===== src/rtl/vga_timing_gen.sv =====
// -----------------------------------------------------------------------------
// vga_timing_gen
//
// Free-running raster timing generator. A horizontal counter (hc) steps once
// per pixel clock and a vertical counter (vc) steps once per line. Every
// output is a register that describes the pixel (hc,vc) currently on the
// wire, so sprite ROM/palette stages can use DrawX/DrawY directly as a pixel
// address and blank as an output enable.
//
// Ports:
//   vga_clk      in   pixel clock; all state changes on the rising edge
//   reset_n      in   asynchronous, active-low reset
//   DrawX        out  [9:0]  current horizontal count, 0..H_TOTAL-1
//   DrawY        out  [9:0]  current vertical count,   0..V_TOTAL-1
//   blank        out  1 = visible pixel (display enable), 0 = blanking
//   hs           out  horizontal sync, active-low
//   vs           out  vertical sync, active-low
//   frame_start  out  one-cycle pulse at pixel (0,0)
//   line_end     out  one-cycle pulse on the last clock of every line
//   frame_count  out  [FC_W-1:0] frames started since reset, wraps
// -----------------------------------------------------------------------------
module vga_timing_gen #(
  parameter int H_VISIBLE = 640,
  parameter int H_FRONT   = 16,
  parameter int H_SYNC    = 96,
  parameter int H_BACK    = 48,
  parameter int V_VISIBLE = 480,
  parameter int V_FRONT   = 10,
  parameter int V_SYNC    = 2,
  parameter int V_BACK    = 33,
  parameter int FC_W      = 16
) (
  input  logic            vga_clk,
  input  logic            reset_n,
  output logic [9:0]      DrawX,
  output logic [9:0]      DrawY,
  output logic            blank,
  output logic            hs,
  output logic            vs,
  output logic            frame_start,
  output logic            line_end,
  output logic [FC_W-1:0] frame_count
);

  localparam int H_TOTAL = H_VISIBLE + H_FRONT + H_SYNC + H_BACK;
  localparam int V_TOTAL = V_VISIBLE + V_FRONT + V_SYNC + V_BACK;

  // All decode thresholds held at counter width so comparisons stay 10-bit.
  localparam logic [9:0] H_LAST     = 10'(H_TOTAL - 1);
  localparam logic [9:0] V_LAST     = 10'(V_TOTAL - 1);
  localparam logic [9:0] H_VIS_END  = 10'(H_VISIBLE);
  localparam logic [9:0] V_VIS_END  = 10'(V_VISIBLE);
  localparam logic [9:0] H_SYNC_BEG = 10'(H_VISIBLE + H_FRONT);
  localparam logic [9:0] H_SYNC_END = 10'(H_VISIBLE + H_FRONT + H_SYNC);
  localparam logic [9:0] V_SYNC_BEG = 10'(V_VISIBLE + V_FRONT);
  localparam logic [9:0] V_SYNC_END = 10'(V_VISIBLE + V_FRONT + V_SYNC);

  logic [9:0]      hc_q, hc_d;
  logic [9:0]      vc_q, vc_d;
  logic            blank_q, blank_d;
  logic            hs_q, hs_d;
  logic            vs_q, vs_d;
  logic            frame_start_q, frame_start_d;
  logic            line_end_q, line_end_d;
  logic [FC_W-1:0] frame_count_q, frame_count_d;

  // Next-state counters, then decode of the *next* pixel so the registered
  // outputs line up with the registered counters in the same cycle and no
  // combinational path reaches the pins.
  always_comb begin
    hc_d = hc_q;
    vc_d = vc_q;
    if (hc_q == H_LAST) begin
      hc_d = '0;
      vc_d = (vc_q == V_LAST) ? '0 : vc_q + 10'd1;
    end else begin
      hc_d = hc_q + 10'd1;
    end

    blank_d       = (hc_d < H_VIS_END) && (vc_d < V_VIS_END);
    hs_d          = !((hc_d >= H_SYNC_BEG) && (hc_d < H_SYNC_END));
    vs_d          = !((vc_d >= V_SYNC_BEG) && (vc_d < V_SYNC_END));
    frame_start_d = (hc_d == '0) && (vc_d == '0);
    line_end_d    = (hc_d == H_LAST);

    // The counter bumps on the edge that enters (0,0), together with the pulse.
    frame_count_d = frame_count_q;
    if (frame_start_d) begin
      frame_count_d = frame_count_q + FC_W'(1);
    end
  end

  // Reset parks the raster on the last pixel of the frame, so the first edge
  // after release lands on (0,0) and starts frame 1. The reset output values
  // are exactly the decode of that parked pixel.
  always_ff @(posedge vga_clk or negedge reset_n) begin
    if (!reset_n) begin
      hc_q          <= H_LAST;
      vc_q          <= V_LAST;
      blank_q       <= 1'b0;
      hs_q          <= 1'b1;
      vs_q          <= 1'b1;
      frame_start_q <= 1'b0;
      line_end_q    <= 1'b1;
      frame_count_q <= '0;
    end else begin
      hc_q          <= hc_d;
      vc_q          <= vc_d;
      blank_q       <= blank_d;
      hs_q          <= hs_d;
      vs_q          <= vs_d;
      frame_start_q <= frame_start_d;
      line_end_q    <= line_end_d;
      frame_count_q <= frame_count_d;
    end
  end

  assign DrawX       = hc_q;
  assign DrawY       = vc_q;
  assign blank       = blank_q;
  assign hs          = hs_q;
  assign vs          = vs_q;
  assign frame_start = frame_start_q;
  assign line_end    = line_end_q;
  assign frame_count = frame_count_q;

endmodule


===== config.mk =====
export PLATFORM = sky130hd
export DESIGN_NAME = vga_timing_gen
export DESIGN_NICKNAME = d
export VERILOG_FILES = /design/src/rtl/vga_timing_gen.sv
export SDC_FILE = /design/constraint.sdc
export NUM_CORES = 1
export LEC_CHECK = 0
export BUFFER_PORTS_ARGS = -buffer_cell sky130_fd_sc_hd__buf_2
export CELL_PAD_IN_SITES_DETAIL_PLACEMENT = 0
export CELL_PAD_IN_SITES_GLOBAL_PLACEMENT = 1
export CORE_MARGIN = 5
export CORE_UTILIZATION = 41
export CTS_CLUSTER_DIAMETER = 100
export DETAILED_ROUTE_END_ITERATION = 16
export GPL_ROUTABILITY_DRIVEN = 0
export HOLD_SLACK_MARGIN = 0.1
export PLACE_DENSITY_LB_ADDON = 0.1
export SLEW_MARGIN = 20
export SYNTH_ARGS = -nofsm -noshare
export SYNTH_HDL_FRONTEND = slang
export SYNTH_SLANG_ARGS = --single-unit

===== constraint.sdc =====
create_clock -name vga_clk -period 3.85 [get_ports vga_clk]
set_input_delay 0.1925 -clock vga_clk [delete_from_list [all_inputs] [get_ports vga_clk]]
set_output_delay 0.1925 -clock vga_clk [all_outputs]
set_load 0.01 [all_outputs]

Yosys cells after proc, flatten, opt, wreduce, memory -nomap -nowiden
Cells that the tools add are included.
{"block": "totals", "regBits": 41, "input_bits": 2}
{"block": "classes", "n_mux": 3, "addsub": 3, "order_cmp": 6, "n_reduce_logical": 8, "eq_ne": 3}
{"cell": "$eq 10x10->1 const B", "n": 3}
{"cell": "$mux 10", "n": 3}
{"cell": "$add 10x1->10 const B", "n": 2}
{"cell": "$logic_not 10->1", "n": 2}
{"cell": "$lt 10x10->1 const B", "n": 2}
{"cell": "$lt 10x9->1 const B", "n": 2}
{"cell": "$add 16x1->16 const B", "n": 1}
{"cell": "$ge 10x10->1 const B", "n": 1}
{"cell": "$ge 10x9->1 const B", "n": 1}
{"cell": "$logic_and 1x1->1", "n": 4}
{"cell": "$logic_not 1->1", "n": 2}

Longest topological paths before layout
Gate-level depths: netlist (run 1).
{"block": "logic_depth", "word_depth": 6, "mapped_depth": 11}

Worst setup path after synthesis (run 1)
No wires, ideal clock.
{"block": "synth_timing", "kind": "register -> register", "startpoint": "register hc_q[5] (netlist: DrawX[5])", "endpoint": "register frame_count_q[5] (netlist: frame_count[5])", "synth_period_minus_slack_ns": 2.933, "path_slack_ns": 0.917, "setup_ns": 0.080, "path_stages_with_launch": 11, "t_arrival_ns": 2.854, "cell_sequence": "dfrtp_1 -> buf_6 -> or4b_4 -> nor4_1 -> xnor2_1 -> inv_1 -> a2111oi_2 -> nand4_2 -> buf_6 -> nor4_2 -> xor2_1"}
{"block": "synth_via", "elab_chain_cells": 4, "elab_cells_between_ends": 7, "classes_between": "add/sub (1); eq/ne (1); mux (2); reduce/logical (3)"}
{"item": "from (decl)", "line_no": "58", "rtl": "logic [9:0] hc_q, hc_d;"}
{"item": "from (signal assigned)", "line_no": "98", "rtl": "hc_q <= H_LAST;"}
{"item": "from (signal assigned)", "line_no": "107", "rtl": "hc_q <= hc_d;"}
{"item": "$eq 10x10->1", "line_no": "73", "rtl": "if (hc_q == H_LAST) begin"}
{"item": "$mux 10", "line_no": "73"}
{"item": "via vc_d[7]", "line_no": "59", "rtl": "logic [9:0] vc_q, vc_d;"}
{"item": "$logic_not 10->1", "line_no": "83", "rtl": "frame_start_d = (hc_d == '0) && (vc_d == '0);"}
{"item": "$logic_and 1x1->1", "line_no": "83"}
{"item": "to (signal assigned)", "line_no": "114", "rtl": "frame_count_q <= frame_count_d;"}
{"item": "to (decl)", "line_no": "65", "rtl": "logic [FC_W-1:0] frame_count_q, frame_count_d;"}
The timed path passes the listed nets, and every way through them passes these cells.
A chain may end at the register's enable or synchronous reset.

Worst setup path in the final report (run 1)
{"block": "layout_timing", "startpoint": "register hc_q[0] (netlist: DrawX[0])", "endpoint": "register frame_count_q[15] (netlist: frame_count[15])"}
Same word-level chain as after synthesis.

==> out/summary.txt, run 1 <==
Status -> complete, no violations
CORE AREA -> 5850 um^2
Final nets -> 294
Hold Violations, Final -> 0
Leak -> 0.00135 uW
Worst Setup End Kind -> flop
Post-Syn Instances -> 248
Sequential Area -> 1040 um^2
Drt wl/cell -> 16.7 um
PwrDens -> 286 nW/um^2
Most frequent cells in the layout -> buf_2 (42), dfrtp_1 (28), nand2_1 (23)
Area Growth Syn to Fin -> 15.8%
Seq/Total Area, Yosys -> 42.8%
WP buf/inv -> 1
CTS max path bufs -> 2
First-pass iteration count of the detailed router -> 5
Io pins -> 43
Worst Path Class, Setup -> flop to flop
Unrepaired setup endpoints after global routing -> false
Cts bufs inserted -> 5
Mapped Avg Cell Area -> 9.81 um^2
Required @ worst endpoint -> 4.07 ns
Port bufs -> 42
Max VDD drop -> 0.000125 V
Area of the multi-input gates -> 1270 um^2
Die area -> 7580 um^2
CP max stage delay -> 0.57 ns
Vias per std cell -> 5.44
First-pass GRT wire length -> 9940 um
Synth unique cells -> 44
Post-synth ARST share -> 100%
Worst-Skew Late Latency -> 0.29 ns
Pin count of the biggest net entering global routing -> 42
Synth Register Bits -> 41
Crit-path slowest cell -> dfstp_2
Aggregate global routing overflow -> 0
CP top delay family -> simple AND/OR/NAND/NOR gates
Placed cell area -> 2690 um^2
Most common cell after layout, fill and taps aside -> buf_2
CP Launch Type -> flop
Worst min path class -> flop to flop
Rel. slew slack -> 37.4%
Post-route cell area -> 2820 um^2
Post-synth top flop -> dfrtp_1
Worst Path Arrival -> 3.71 ns
YS warnings -> 0
CP Max Fanout -> 14
Initial antenna violation count -> 0
Final setup violation count -> 0
EDFF count, synth -> 0
Starting density of the core -> 41.6%
Die Y -> 87.0 um
Min Tclk post-route -> 3.49 ns
Worst setup margin -> 0.361 ns
Syn Nets -> 255
Vias in the first global route -> 1923
Worst slew pin tran -> 0.939 ns
Fmax -> 287 MHz
Initial DRC Count -> 83
Most common cell on crit path -> nor4_1
# fillers -> 584
Routed Antenna Nets -> 0
Final WL -> 6080 um
Final cycle utilization of the critical path -> 90.6%
CTS tree -> yes
Max-slew violations -> 0
CTS root buf -> clkbuf_8
Clk pin slew, worst setup/hold paths -> 0.08 ns
Fin Setup TNS -> 0 ns
Clock sink total -> 41
CTS H-tree lvls -> 2
Hpwl dp -> 4280 um
Share of post-route cells with drive strength above 1 -> 30.2%
Residual DRC -> 0
Site row count -> 28
Synth Cell Area -> 2430 um^2
Antenna cells -> 0
Total track usage -> 16.6%
Placement Setup Slack -> 0.362 ns
Crit path cell chain -> ha_1 > nand4_1 > nor4_1 > xnor2_1 > inv_1 > a2111oi_2 > nand4_2 > nor4_1 > xor2_1
Via count -> 1974
Die Width -> 87.0 um
Total of max-cap violations -> 0
Post-Route Skew -> 0.00325 ns
-- registers in the layout (all words and copies together) (netlist names) --
name         flops
vs               1
frame_start      1
frame_count     16
line_end         1
DrawX           10
hs               1
blank            1
DrawY           10
-- worst register-to-register path, delay by kind of cell (launching register included) --
kind / cells / cell delay [ns]
simple gates: 4 / 1.68
flops: 1 / 0.57
xor+xnor: 2 / 0.39
compound gates: 1 / 0.34
fa+ha+maj: 1 / 0.31
buf+inv: 1 / 0.13
-- stage by stage --
stage               utilization [%]  hold WS (ns)  instances  total power (uW)
global placement               46.0         0.393        354               448
floorplan                         -        -0.103        248               439
global route                   48.2         0.503        363               840
CTS                            48.2         0.483        363               819
finish                         48.2         0.478        363               806
detailed placement             46.0         0.395        354               448
-- report_power, final --
part           leakage, uW  total [uW]  switching, uW  internal, uW
clock            0.0000585         366            154           212
combinational     0.000774        9.42           8.41          1.00
sequential        0.000516         431              0           431
total              0.00135         806            163           644
-- cell usage after synthesis (all sizes together) (2+ instances only) --
master	count	area, um^2
a21oi	5	25.0
xor2	19	166
xnor2	9	78.8
buf	5	37.5
nand2	23	86.3
nand4	19	125
inv	13	48.8
nor3	5	25.0
nand3	16	80.1
clkbuf	9	33.8
dfrtp	28	701
dfstp	13	342
nor2	14	52.6
o31ai	3	27.5
and4	2	17.5
mux2i	3	30.0
o21ai	9	45.0
ha	5	62.6
and3	9	56.3
nor4	21	230
-- what timing repair did --
item	in CTS	in global routing
hold buffers	1	0
setup buffers	0	0
hold endpoints to repair	28	0
resized for setup	0	0
-- metal layers --
metal  part of all wire, %  global-route usage [%]
met5                     0                       0
met4                  0.90                    3.82
met3                   4.4                    3.12
met2                    46                    26.8
met1                    49                    23.1
-- kinds of logic after synthesis --
family,synth area share [%]
muxes,1.70
buffers and inverters,4.94
xor gates and xnor gates,10.1
and+or+nand+nor,30.5
AOI/OAI and AO/OA,7.35
DFF,42.8
adders and majority gates,2.57
-- path summary, 6_finish.rpt --
path,startpoint,endpoint,slack (ns),cells after the start
min in group asynchronous,reset_n,DrawY[1],0.58,2
setup reg to reg,DrawX[0],frame_count[15],0.36,9
setup / recovery,DrawX[0],frame_count[15],0.36,9
hold / removal,frame_count[15],frame_count[15],0.48,1
hold reg to reg,frame_count[15],frame_count[15],0.48,1
max in group asynchronous,reset_n,frame_count[15],2.69,2
-- area by class of cell --
cell class	count	share of cell area (%)
Inverter	13	1.73
Clock inverter	1	1.07
Multi-Input combinational cell	180	45.2
Sequential cell	41	37.0
Clock buffer	7	3.06
Tap cell	75	3.33
Timing Repair Buffer	46	8.61
No activity file was read; power rests on OpenSTA's default activity.
==> run 2: changes to the inputs <==
--- a/config.mk
+++ b/config.mk
@@ -14,7 +14,7 @@
 export DETAILED_ROUTE_END_ITERATION = 16
 export GPL_ROUTABILITY_DRIVEN = 0
 export HOLD_SLACK_MARGIN = 0.1
-export PLACE_DENSITY_LB_ADDON = 0.1
+export PLACE_DENSITY_LB_ADDON = 0.15
 export SLEW_MARGIN = 20
 export SYNTH_ARGS = -nofsm -noshare
 export SYNTH_HDL_FRONTEND = slang
==> out/summary.txt, run 2 (synthesis gave the netlist of run 1 again) <==
Status -> complete, no violations
Crit-path slowest cell -> dfstp_2
Min Tclk post-route -> 3.49 ns
Largest register FFs -> 16
Most common cell after layout, fill and taps aside -> buf_2
Hold Crit Endpoint -> frame_count[15]
Post-CTS setup buffers -> 0
Fin Setup TNS -> 0 ns
Worst Setup End Kind -> flop
Die area -> 7580 um^2
Crit path cell chain -> ha_1 > nand4_1 > nor4_1 > xnor2_1 > inv_1 > a2111oi_2 > nand4_2 > nor4_1 > xor2_1
Area Growth Syn to Fin -> 14.6%
CP top delay family -> simple AND/OR/NAND/NOR gates
R2r setup slk -> 0.36 ns
Io pins -> 43
Share of post-route cells with drive strength above 1 -> 30.0%
Post-Route Skew -> 0.0117 ns
CTS tree -> yes
Worst min path class -> flop to flop
PwrDens -> 266 nW/um^2
Die Width -> 87.0 um
CP Launch Type -> flop
Vias in the first global route -> 1944
Post-layout util -> 47.7%
Clock sink total -> 41
CP Max Fanout -> 14
Leak -> 0.00133 uW
Post-CTS Resized -> 0
Vias per std cell -> 5.50
RR Endpoint -> frame_count[2]
Rel. slew slack -> 31.0%
Unrepaired setup endpoints after global routing -> false
Port bufs -> 42
CTS max path bufs -> 2
Via count -> 1992
Total track usage -> 16.4%
# fillers -> 572
Hold path startpoint -> frame_count[15]
Worst-Skew Late Latency -> 0.30 ns
Worst slew pin tran -> 1.03 ns
Max-slew violations -> 0
CTS H-tree lvls -> 2
WP buf/inv -> 1
Residual DRC -> 0
Clk pin slew, worst setup/hold paths -> 0.09 ns
Max VDD drop -> 0.000178 V
Starting density of the core -> 41.6%
Site row count -> 28
Routed Antenna Nets -> 0
Initial antenna violation count -> 0
Hold Violations, Final -> 0
Worst setup margin -> 0.362 ns
R2R cell count -> 9
Worst hold stages -> 1
Total of max-cap violations -> 0
Placement Setup Slack -> 0.389 ns
Pin count of the biggest net entering global routing -> 42
CORE AREA -> 5850 um^2
Final cycle utilization of the critical path -> 90.6%
Aggregate global routing overflow -> 0
Number of hold buffers added after cts -> 1
Die Y -> 87.0 um
Non-filler instance count after layout -> 362
Placed insts -> 353
First-pass GRT wire length -> 9890 um
Antenna cells -> 0
Fmax -> 287 MHz
Reg2reg start -> DrawX[0]
First-pass iteration count of the detailed router -> 4
Final WL -> 5850 um
Most common cell on crit path -> nor4_1
Worst Path Class, Setup -> flop to flop
Most frequent cells in the layout -> buf_2 (42), dfrtp_1 (28), nand2_1 (23)
Final setup violation count -> 0
Worst Path Arrival -> 3.71 ns
Required @ worst endpoint -> 4.07 ns
Cts bufs inserted -> 5
CTS root buf -> clkbuf_8
Hpwl dp -> 4130 um
Drt wl/cell -> 16.2 um
CP max stage delay -> 0.57 ns
Initial DRC Count -> 154
Final nets -> 293
==> run 2: changes by cell type in the layout (fill, tap and decap cells not counted), sizes merged <==
cell / previous run / this run
bufinv: 1 / 0
buf: 45 / 44
clkinvlp: 0 / 1
==> run 2: how the worst max path moves through the flow <==
stage / from / depth (start not counted) / slack [ns] / to
finish: DrawX[0] / 9 / 0.36 / frame_count[2]
detailed placement: DrawX[0] / 9 / 0.39 / frame_count[15]
CTS: DrawX[0] / 9 / 0.36 / frame_count[2]
global placement: DrawX[0] / 9 / 0.51 / frame_count[15]
floorplan: DrawX[5] / 10 / 0.92 / frame_count[5]
global route: DrawX[1] / 9 / 0.06 / frame_count[2]
==> run 2: final cells by class <==
| class | instances | area [um^2] | area share (%) |
|---|---|---|---|
| inverters | 13 | 48.8 | 1.75 |
| clock buffers | 7 | 86.3 | 3.10 |
| flip-flops and latches | 41 | 1040 | 37.4 |
| clock inverters | 1 | 7.51 | 0.269 |
| repair buffers | 45 | 235 | 8.43 |
| well taps | 75 | 93.8 | 3.36 |
| multi-input cells | 180 | 1270 | 45.7 |
==> run 2: where the power goes <==
group	total [uW]	switching (uW)	internal, uW
Combinational	9.19	8.18	1.01
Clock	303	157	146
Sequential	431	0	431
==> run 2: through the flow <==
step / cell area [um^2] / power (uW) / hold WS [ns]
2_1_floorplan: 2430 / 439 / -0.103
3_3_place_gp: 2690 / 448 / 0.382
5_1_grt: 2790 / 777 / 0.492
4_1_cts: 2790 / 754 / 0.474
3_5_place_dp: 2690 / 448 / 0.389
6_report: 2790 / 743 / 0.471
==> run 2: routing by layer <==
layer	vias to the layer above	part of all wire, %	track usage, %
li1	976	-	-
met2	44	46	25.5
met3	8	4.9	2.55
met5	-	0	0
met4	0	1.2	4.39
met1	964	47	23.8
==> run 3: changes to the inputs <==
--- a/config.mk
+++ b/config.mk
@@ -5,6 +5,7 @@
 export SDC_FILE = /design/constraint.sdc
 export NUM_CORES = 1
 export LEC_CHECK = 0
+export ABC_AREA = 1
 export BUFFER_PORTS_ARGS = -buffer_cell sky130_fd_sc_hd__buf_2
 export CELL_PAD_IN_SITES_DETAIL_PLACEMENT = 0
 export CELL_PAD_IN_SITES_GLOBAL_PLACEMENT = 1
==> out/summary.txt, run 3 <==
Worst min path class -> flop to flop
CORE AREA -> 6720 um^2
Synth Register Bits -> 41
Starting density of the core -> 41.7%
Max VDD drop -> 0.000103 V
Most common cell on crit path -> nand2_1
Final cycle utilization of the critical path -> 72.1%
Post-Route Skew -> 0.00901 ns
Worst hold stages -> 2
YS warnings -> 0
Clk pin slew, worst setup/hold paths -> 0.09 ns
Area Growth Syn to Fin -> 12.5%
Hold path startpoint -> frame_count[15]
RR Endpoint -> frame_count[11]
Hold Violations, Final -> 0
CP Launch Type -> flop
Worst Setup End Kind -> flop
Worst Path Arrival -> 2.96 ns
Initial antenna violation count -> 0
Seq/Total Area, Yosys -> 37.2%
Max-slew violations -> 0
Initial DRC Count -> 142
Mapped Avg Cell Area -> 7.09 um^2
Site row count -> 30
Cell with the most instances after synthesis -> nand2_1
Vias in the first global route -> 2331
Aggregate global routing overflow -> 0
PwrDens -> 236 nW/um^2
Synth top area share -> 25.0%
R2r setup slk -> 1.07 ns
Unrepaired setup endpoints after global routing -> false
EDFF count, synth -> 0
Reg2reg start -> DrawX[0]
First-pass iteration count of the detailed router -> 5
Synth cell count leaders -> nand2_1 (139), inv_1 (49), nor2_1 (33), nand3_1 (29), dfrtp_1 (28)
Worst-Skew Late Latency -> 0.30 ns
First-pass GRT wire length -> 11600 um
Final setup violation count -> 0
Synth Cell Area -> 2800 um^2
Fin Setup TNS -> 0 ns
Rel. slew slack -> 39.1%
Cts bufs inserted -> 5
CP max stage delay -> 0.58 ns
Pin count of the biggest net entering global routing -> 42
Largest register FFs -> 16
CTS max path bufs -> 2
Most frequent cells in the layout -> nand2_1 (139), inv_1 (49), buf_2 (42)
Port bufs -> 42
Placed insts -> 509
Fmax -> 360 MHz
Final WL -> 6960 um
Placed cell area -> 3040 um^2
Leak -> 0.00173 uW
CTS H-tree lvls -> 2
Post-layout util -> 46.9%
Total track usage -> 17.0%
Io pins -> 43
Worst slew pin tran -> 0.913 ns
Vias per std cell -> 4.90
Required @ worst endpoint -> 4.04 ns
Non-filler instance count after layout -> 518
Post-route cell area -> 3150 um^2
Hold Crit Endpoint -> frame_count[15]
Post-synth top flop -> dfrtp_1
Crit-path slowest cell -> dfstp_2
Post-Syn Instances -> 395
Residual DRC -> 0
CTS root buf -> clkbuf_8
Status -> complete, no violations
Most common cell after layout, fill and taps aside -> nand2_1
Routed Antenna Nets -> 0
WP buf/inv -> 1
Antenna cells -> 0
Die Y -> 92.6 um
Synth unique cells -> 32
Syn Nets -> 402
Worst Path Class, Setup -> flop to flop
Synth area leaders -> dfrtp_1 (25%), nand2_1 (19%), dfstp_2 (12%), inv_1 (6.6%), nand4_1 (6.0%)
Clock sink total -> 41
R2R cell count -> 12
Min Tclk post-route -> 2.78 ns
Share of post-route cells with drive strength above 1 -> 20.3%
Die area -> 8580 um^2
Final nets -> 444
Total of max-cap violations -> 0
Yosys top cell by area -> dfrtp_1
Via count -> 2540
Drt wl/cell -> 13.4 um
Post-CTS setup buffers -> 0
CP Max Fanout -> 17
Die Width -> 92.6 um
Crit path cell chain -> ha_1 > nand2_2 > nor2_4 > nand3_4 > inv_2 > nor2_1 > nor2_1 > nand2_1 > nor2_4 > nand4_4 > nand2_1 > nand2_1
Post-synth ARST share -> 100%
CP top delay family -> simple AND/OR/NAND/NOR gates
CTS tree -> yes
Fin Hold WS -> 0.526 ns
Hpwl dp -> 5290 um
## run 3: how the worst max path moves through the flow
| stage | startpoint | end | slack [ns] | cells after the start |
|---|---|---|---|---|
| after floorplan | DrawX[0] | frame_count[9] | 1.69 | 14 |
| after global placement | DrawX[0] | frame_count[10] | 1.13 | 12 |
| after detailed placement | DrawX[0] | frame_count[10] | 1.08 | 12 |
| after CTS | DrawX[0] | frame_count[10] | 1.05 | 12 |
| after global routing | DrawX[0] | frame_count[7] | 0.69 | 12 |
| final | DrawX[0] | frame_count[11] | 1.07 | 12 |
## run 3: area by class of cell
cell class / instances / area [um^2]
Tap cell: 80 / 100
Sequential cell: 41 / 1040
Clock inverter: 2 / 13.8
Clock buffer: 6 / 82.6
Multi-Input combinational cell: 292 / 1490
Inverter: 54 / 203
Fill cell: 704 / 3570
Timing Repair Buffer: 43 / 220
## run 3: metrics by stage
| stage | power [uW] | worst slack, ns |
|---|---|---|
| finish | 744 | 1.07 |
| CTS | 759 | 1.05 |
| floorplan | 439 | 1.69 |
| detailed placement | 449 | 1.08 |
| global route | 778 | 0.692 |
| global placement | 448 | 1.13 |
## run 3: worst reg2reg max path: cells and delay by family (launching register included)
family | cells | cell delay [ns]
AND/OR/NAND/NOR | 10 | 1.68
adder cells (fa/ha/maj) | 1 | 0.19
flip-flops | 1 | 0.58
buffers and inverters | 1 | 0.23
## run 3: routing by layer
metal	share of wire [%]	vias up	routed length (um)	track usage [%]
li1	-	1335	-	-
met1	50	1150	3460	24.8
met2	45	51	3110	25.9
met3	4.7	4	325	3.41
met4	0.89	0	62	4.40
met5	0	-	0	0
## run 3: cells by family after synthesis
family                     share of synthesized area (%)
DFF                                                 37.2
buffers and inverters                               9.66
AOI/OAI and AO/OA                                   2.06
xor gates and xnor gates                            4.38
adders and majority gates                           2.24
and+or+nand+nor                                     44.4
## run 3: timing repair
action / in CTS / in global routing
endpoints found under the hold margin: 28 / 0
gates resized for setup: 0 / 0
hold buffers: 1 / 0
## run 3: where the power goes
part	internal [uW]	total [uW]	switching (uW)
Sequential	431	431	0
Clock	145	304	158
Combinational	1.01	9.20	8.20
